### config.mk
export PLATFORM = sky130hd
export DESIGN_NAME = mem_burst_reader_flat
export DESIGN_NICKNAME = d
export VERILOG_FILES = /design/src/rtl/mem_burst_reader_pkg.sv /design/src/rtl/mem_burst_reader_if.sv /design/src/rtl/mem_burst_reader_fifo.sv /design/src/rtl/mem_burst_reader.sv /design/src/flat_wrapper.sv
export SDC_FILE = /design/constraint.sdc
export NUM_CORES = 1
export LEC_CHECK = 0
export BUFFER_PORTS_ARGS = -buffer_cell sky130_fd_sc_hd__buf_2
export CORE_AREA = 2 2 150 152
export DETAILED_ROUTE_END_ITERATION = 8
export DIE_AREA = 0 0 152 154
export PLACE_DENSITY = 0.63
export SYNTH_ARGS = -nofsm -noshare
export SYNTH_HDL_FRONTEND = slang
export SYNTH_HIERARCHICAL = 1
export SYNTH_SLANG_ARGS = --single-unit
### constraint.sdc
create_clock -name clk -period 3.8 [get_ports clk]
set_clock_uncertainty 0.15 [all_clocks]
set_input_delay 0.57 -clock clk [delete_from_list [all_inputs] [get_ports clk]]
set_output_delay 0.57 -clock clk [all_outputs]
set_load 0.01 [all_outputs]
### src/rtl/mem_burst_reader_pkg.sv
// Shared types and sizing for the burst reader.
// Holds the RAM geometry, FIFO depth, FSM states and the stream entry.
package mem_burst_pkg;

  localparam int ADDR_W     = 15;
  localparam int DATA_W     = 32;
  localparam int FIFO_DEPTH = 4;
  localparam int CNT_W      = $clog2(FIFO_DEPTH + 1);

  typedef enum logic [1:0] {
    IDLE,
    READ,
    DRAIN
  } state_t;

  typedef struct packed {
    logic [DATA_W-1:0] data;
    logic              last;
  } entry_t;

endpackage

### src/rtl/mem_burst_reader_if.sv
// Command, RAM read port and output stream bundle.
// The slave modport is the reader's view; master is the environment's view.
interface mem_burst_reader_if;
  import mem_burst_pkg::*;

  logic              cmd_valid;
  logic              cmd_ready;
  logic [ADDR_W-1:0] cmd_addr;
  logic [ADDR_W-1:0] cmd_len;
  logic              mem_rd_en;
  logic [ADDR_W-1:0] mem_addr;
  logic [DATA_W-1:0] mem_rdata;
  logic              out_valid;
  logic              out_ready;
  logic [DATA_W-1:0] out_data;
  logic              out_last;
  logic              busy;

  modport slave (
    input  cmd_valid, cmd_addr, cmd_len,
    input  mem_rdata, out_ready,
    output cmd_ready, mem_rd_en, mem_addr,
    output out_valid, out_data, out_last, busy
  );

  modport master (
    output cmd_valid, cmd_addr, cmd_len,
    output mem_rdata, out_ready,
    input  cmd_ready, mem_rd_en, mem_addr,
    input  out_valid, out_data, out_last, busy
  );

endinterface

### src/rtl/mem_burst_reader_fifo.sv
// Small synchronous FIFO of stream entries with count and flush.
// A push into a full FIFO is accepted only when a pop happens alongside.
module mem_burst_fifo
  import mem_burst_pkg::*;
(
  input  logic             clk,
  input  logic             rst,
  input  logic             flush,
  input  logic             push,
  input  entry_t           din,
  input  logic             pop,
  output entry_t           head,
  output logic [CNT_W-1:0] count
);

  localparam int PTR_W = $clog2(FIFO_DEPTH);

  entry_t           mem [FIFO_DEPTH];
  logic [PTR_W-1:0] wr_ptr;
  logic [PTR_W-1:0] rd_ptr;
  logic             do_push;
  logic             do_pop;
  logic             clr;

  assign clr     = rst || flush;
  assign do_pop  = pop && (count != '0);
  assign do_push = push &&
                   (count != CNT_W'(FIFO_DEPTH) || do_pop);

  always_ff @(posedge clk) begin
    if (clr) begin
      wr_ptr <= '0;
      rd_ptr <= '0;
      count  <= '0;
    end else begin
      if (do_push) wr_ptr <= wr_ptr + PTR_W'(1);
      if (do_pop)  rd_ptr <= rd_ptr + PTR_W'(1);
      count <= count + CNT_W'(do_push) - CNT_W'(do_pop);
    end
  end

  always_ff @(posedge clk) begin
    if (do_push && !clr) mem[wr_ptr] <= din;
  end

  assign head = mem[rd_ptr];

endmodule

### src/rtl/mem_burst_reader.sv
// Burst read initiator: one RAM read per cycle, streamed out valid/ready.
// Optional abort input enabled by MEM_BURST_READER_ABORT_EN.
module mem_burst_reader
  import mem_burst_pkg::*;
(
  input logic clk,
  input logic rst,
`ifdef MEM_BURST_READER_ABORT_EN
  input logic abort,
`endif
  mem_burst_reader_if.slave bus
);

  state_t            state;
  state_t            state_nxt;
  logic [ADDR_W-1:0] addr;
  logic [ADDR_W:0]   rem;
  logic              inflight;
  logic              inflight_last;
  logic [CNT_W-1:0]  fifo_count;
  entry_t            head;
  entry_t            din;
  logic              kill;
  logic              credit;
  logic              issue;
  logic              pop;
  logic              cmd_fire;
  logic              final_issue;

`ifdef MEM_BURST_READER_ABORT_EN
  assign kill = abort && (state != IDLE);
`else
  assign kill = 1'b0;
`endif

  // Reserve a FIFO slot for the read still in the RAM pipeline.
  assign credit = ((CNT_W+1)'(fifo_count) + (CNT_W+1)'(inflight))
                  < (CNT_W+1)'(FIFO_DEPTH);

  assign cmd_fire    = bus.cmd_valid && bus.cmd_ready;
  assign issue       = (state == READ) && credit && !kill && !rst;
  assign final_issue = issue && (rem == (ADDR_W+1)'(1));
  assign pop         = bus.out_valid && bus.out_ready && !kill;

  assign bus.cmd_ready = (state == IDLE) && !rst;
  assign bus.busy      = (state != IDLE);
  assign bus.mem_rd_en = issue;
  assign bus.mem_addr  = addr;
  assign bus.out_valid = (fifo_count != '0);
  assign bus.out_data  = bus.out_valid ? head.data : '0;
  assign bus.out_last  = bus.out_valid && head.last;

  always_ff @(posedge clk) begin
    if (rst) state <= IDLE;
    else     state <= state_nxt;
  end

  always_comb begin
    state_nxt = state;
    unique case (state)
      IDLE:  if (cmd_fire) state_nxt = READ;
      READ:  if (final_issue) state_nxt = DRAIN;
      DRAIN: if (!inflight &&
                 (fifo_count == '0 ||
                  (fifo_count == CNT_W'(1) && pop)))
               state_nxt = IDLE;
      default: state_nxt = IDLE;
    endcase
    if (kill) state_nxt = IDLE;
  end

  always_ff @(posedge clk) begin
    if (rst) begin
      addr          <= '0;
      rem           <= '0;
      inflight      <= 1'b0;
      inflight_last <= 1'b0;
    end else begin
      inflight      <= issue;
      inflight_last <= final_issue;
      if (cmd_fire) begin
        addr <= bus.cmd_addr;
        rem  <= {1'b0, bus.cmd_len} + (ADDR_W+1)'(1);
      end else if (issue) begin
        addr <= addr + ADDR_W'(1);
        rem  <= rem - (ADDR_W+1)'(1);
      end
    end
  end

  assign din = '{data: bus.mem_rdata, last: inflight_last};

  mem_burst_fifo u_fifo (
    .clk   (clk),
    .rst   (rst),
    .flush (kill),
    .push  (inflight && !kill),
    .din   (din),
    .pop   (pop),
    .head  (head),
    .count (fifo_count)
  );

endmodule

### src/flat_wrapper.sv
// flat-port wrapper written by rule: the top's interface ports become plain ports
module mem_burst_reader_flat import mem_burst_pkg::*;
  (clk, rst, bus_cmd_valid, bus_cmd_addr, bus_cmd_len, bus_mem_rdata, bus_out_ready, bus_cmd_ready, bus_mem_rd_en, bus_mem_addr, bus_out_valid, bus_out_data, bus_out_last, bus_busy);
  mem_burst_reader_if bus_i ();
  input logic clk;
  input logic rst;
  input wire logic [$bits(bus_i.cmd_valid)-1:0] bus_cmd_valid;
  input wire logic [$bits(bus_i.cmd_addr)-1:0] bus_cmd_addr;
  input wire logic [$bits(bus_i.cmd_len)-1:0] bus_cmd_len;
  input wire logic [$bits(bus_i.mem_rdata)-1:0] bus_mem_rdata;
  input wire logic [$bits(bus_i.out_ready)-1:0] bus_out_ready;
  output wire logic [$bits(bus_i.cmd_ready)-1:0] bus_cmd_ready;
  output wire logic [$bits(bus_i.mem_rd_en)-1:0] bus_mem_rd_en;
  output wire logic [$bits(bus_i.mem_addr)-1:0] bus_mem_addr;
  output wire logic [$bits(bus_i.out_valid)-1:0] bus_out_valid;
  output wire logic [$bits(bus_i.out_data)-1:0] bus_out_data;
  output wire logic [$bits(bus_i.out_last)-1:0] bus_out_last;
  output wire logic [$bits(bus_i.busy)-1:0] bus_busy;
  assign bus_i.cmd_valid = bus_cmd_valid;
  assign bus_i.cmd_addr = bus_cmd_addr;
  assign bus_i.cmd_len = bus_cmd_len;
  assign bus_i.mem_rdata = bus_mem_rdata;
  assign bus_i.out_ready = bus_out_ready;
  assign bus_cmd_ready = bus_i.cmd_ready;
  assign bus_mem_rd_en = bus_i.mem_rd_en;
  assign bus_mem_addr = bus_i.mem_addr;
  assign bus_out_valid = bus_i.out_valid;
  assign bus_out_data = bus_i.out_data;
  assign bus_out_last = bus_i.out_last;
  assign bus_busy = bus_i.busy;
  mem_burst_reader u_core (.clk(clk), .rst(rst), .bus(bus_i));
endmodule
==> reports/results.ini <==
[logic_synthesis]
synth_cells = 508
netlist.top_cell.by_area = edfxtp_1
synthesis.area_sq_mm = 0.007495
synth_top_area_share_pct = 52.89
synth-async-reset-ratio_pct = 0
syn_avg_cell_area_sq_um = 14.75
yosysSeqAreaShare_pct = 64.64
synth_edf_count = 132
synth.distinct_cells = 49
ys_ff_latch = 176
ys_warn_count = 6
netlist_top_cells_area = edfxtp_1, dfxtp_1, mux4_2, nor2b_1, xnor2_1
ys.flop_type = edfxtp_1

[sta]
setup_tns_ns = 0
period_needed_ns = 3.010
max_freq_mhz = 332.2
setup_viol = 0
fin_ws_ns = 0.7897
slew_viol_final = 0
worstMarginPinSlew_ns = 0.9487
finalHoldViolations = 0
slew-limit-headroom_pct = 36.76
final.period_utilization_pct = 79.22
rsz0062_at_grt = false

[global_routing]
grt_max_degree = 40
grt_pass1_wl_microns = 25920
grt-ovfl-total = 0
track_usage_pct = 14.01
grt_pass1_vias = 4830
antenna_found_initial = 0

[clock_tree]
cts_resized = 0
cts_tree = done
cts_root_buf = clkbuf_16
worstSkewPairLatency_ns = 0.42
cts_buffers = 17
cts_hold_buf = 0
clk_pin_slew_worst_paths_ns = 0.07
postCtsSetupRepairBufs = 0
clockBufferDepth = 2
clock-sinks = 176
htree_levels = 4

[critical_path]
critPathCaptureType = primary output
cp.arrival_ns = 2.29
critPathRequiredTime_ns = 3.08
crit_fanout = 19
startpoint_type = flop
critPathKind = flop to primary output

[routing]
remaining_drc_errors = 0
firstDrtPassIters = 6
routedWlPerCell_microns = 16.96
routed_via_density = 4.971
routed_wl_microns = 15810
via_count = 4633
postRouteAntennaNets = 0
drt_first_iter_violations = 283

[cells_and_area]
drive_gt1_share_pct = 31.60
multi_input_area_sq_mm = 0.002515
seqCellArea_sq_mm = 0.004847
fillers = 2006
fin_nets = 716
syn_to_final_growth_pct = 20.47
antenna_cells = 0

[placed_design]
hpwlAfterDp_microns = 10580
io_buffers = 117
pre_cts_ws_ns = 0.8433
gp_congestion = 0.7807

[floorplanning]
rows = 54
fp.dieW_microns = 152
die_h_microns = 154
num_io_pins = 118
core_sq_mm = 0.02169
start_util_pct = 34.56
dieArea_sq_mm = 0.02341

[worst_hold_path]
hold_path.class = primary input to flop

[power]
ir_drop_mv = 0.2673
powerDensity_mw_per_mm2 = 455.4
p_leak_nw = 3.180
power_mw = 4.112

[run_status]
outcome = finished clean

[run]
drv_cap = 0

## sequential cells by signal, indices dropped and copies added, names as in the netlist, named ones only
signal,cells
u_core/inflight_last,1
u_core/u_fifo/rd_ptr,2
u_core/rem,16
u_core/bus.mem_addr,15
u_core/u_fifo/wr_ptr,2
u_core/inflight,1
u_core/u_fifo/mem,132
u_core/state,2
u_core/u_fifo/count,3
## cell usage after synthesis (all sizes together) (2+ instances only)
master / n
and2: 3
a2111oi: 2
xor2: 18
o21ai: 3
nor3b: 3
clkbuf: 11
nand3: 14
buf: 10
mux4: 33
mux2i: 2
a21oi: 3
a311oi: 3
or3: 3
ha: 10
xnor2: 22
nor2: 41
a211oi: 22
inv: 15
nand4: 7
and3: 6
and4: 3
nor4: 6
nor3: 16
nor2b: 33
or2: 3
nand2: 20
dfxtp: 44
o22ai: 2
or4: 5
edfxtp: 132
## final cells by class
cell class | instances | share of cell area, %
flip-flops and latches | 176 | 53.69
inverters | 15 | 0.6236
multi-input cells | 301 | 27.85
clock inverters | 14 | 1.663
repair buffers | 128 | 7.539
clock buffers | 18 | 4.753
well taps | 280 | 3.880
## final timing paths
kind                          startpoint                  endpoint  slack, ns  cells after the start
setup / recovery                    flop           bus_out_data[3]       0.79                      4
hold / removal         bus_mem_rdata[24]  u_core/u_fifo/mem[0][25]       0.21                      1
setup reg to reg  u_core/u_fifo/count[1]    u_core/u_fifo/count[2]       0.98                     12
hold reg to reg     u_core/inflight_last   u_core/u_fifo/mem[3][0]       0.34                      0
## critical path: stages, from the launching register on
cell and delay, ns:
dfxtp_2 0.71, buf_12 0.28, mux4_2 0.54, nor2b_1 0.16
buf_2 0.17
## logic make-up after synthesis
| kind of cell | share of synthesized area (%) |
|---|---|
| flops | 64.64 |
| simple gates | 12.17 |
| compound gates | 4.157 |
| xor+xnor | 4.674 |
| buf+inv | 2.187 |
| mux | 10.18 |
| fa+ha+maj | 1.937 |
| other cells | 0.05004 |
## where the power goes
part	switching, mW	total, mW	internal [mW]
Sequential	0.0400	2.14	2.10
Combinational	0.162	0.285	0.123
Clock	0.756	1.68	0.926
## per-layer routing
| metal | vias to the layer above | global-route usage [%] | wire [microns] |
|---|---|---|---|
| li1 | 2183 | - | - |
| met1 | 2303 | 17.72 | 6948 |
| met2 | 134 | 23.94 | 7932 |
| met3 | 13 | 3.720 | 763 |
| met4 | 0 | 3.694 | 167 |
| met5 | - | 0 | 0 |
## through the flow
| stage | utilization [%] | instance area [sq um] | cells | hold WS, ns |
|---|---|---|---|---|
| final | 41.63 | 9029 | 932 | 0.2104 |
| after global routing | 41.63 | 9029 | 932 | 0.1918 |
| after CTS | 41.63 | 9029 | 932 | 0.1896 |
| after detailed placement | 38.96 | 8449 | 900 | 0.3243 |
| after global placement | 38.96 | 8449 | 900 | 0.3065 |
| after floorplan | - | 7513 | 513 | 0.2883 |
## cells in the final DEF, fill, tap and decap left out, drive strengths merged, types with 2 or more instances in the layout
| master | n |
|---|---|
| a2111oi | 2 |
| a211oi | 22 |
| a21oi | 3 |
| a311oi | 3 |
| and2 | 3 |
| and3 | 6 |
| and4 | 3 |
| buf | 128 |
| clkbuf | 18 |
| clkinv | 5 |
| clkinvlp | 2 |
| conb | 6 |
| dfxtp | 44 |
| edfxtp | 132 |
| ha | 10 |
| inv | 21 |
| mux2i | 2 |
| mux4 | 33 |
| nand2 | 20 |
| nand3 | 14 |
| nand4 | 7 |
| nor2 | 41 |
| nor2b | 33 |
| nor3 | 16 |
| nor3b | 3 |
| nor4 | 6 |
| o21ai | 3 |
| o22ai | 2 |
| or2 | 3 |
| or3 | 3 |
| or4 | 5 |
| xnor2 | 22 |
| xor2 | 18 |
(Power assumes the default switching activity.)
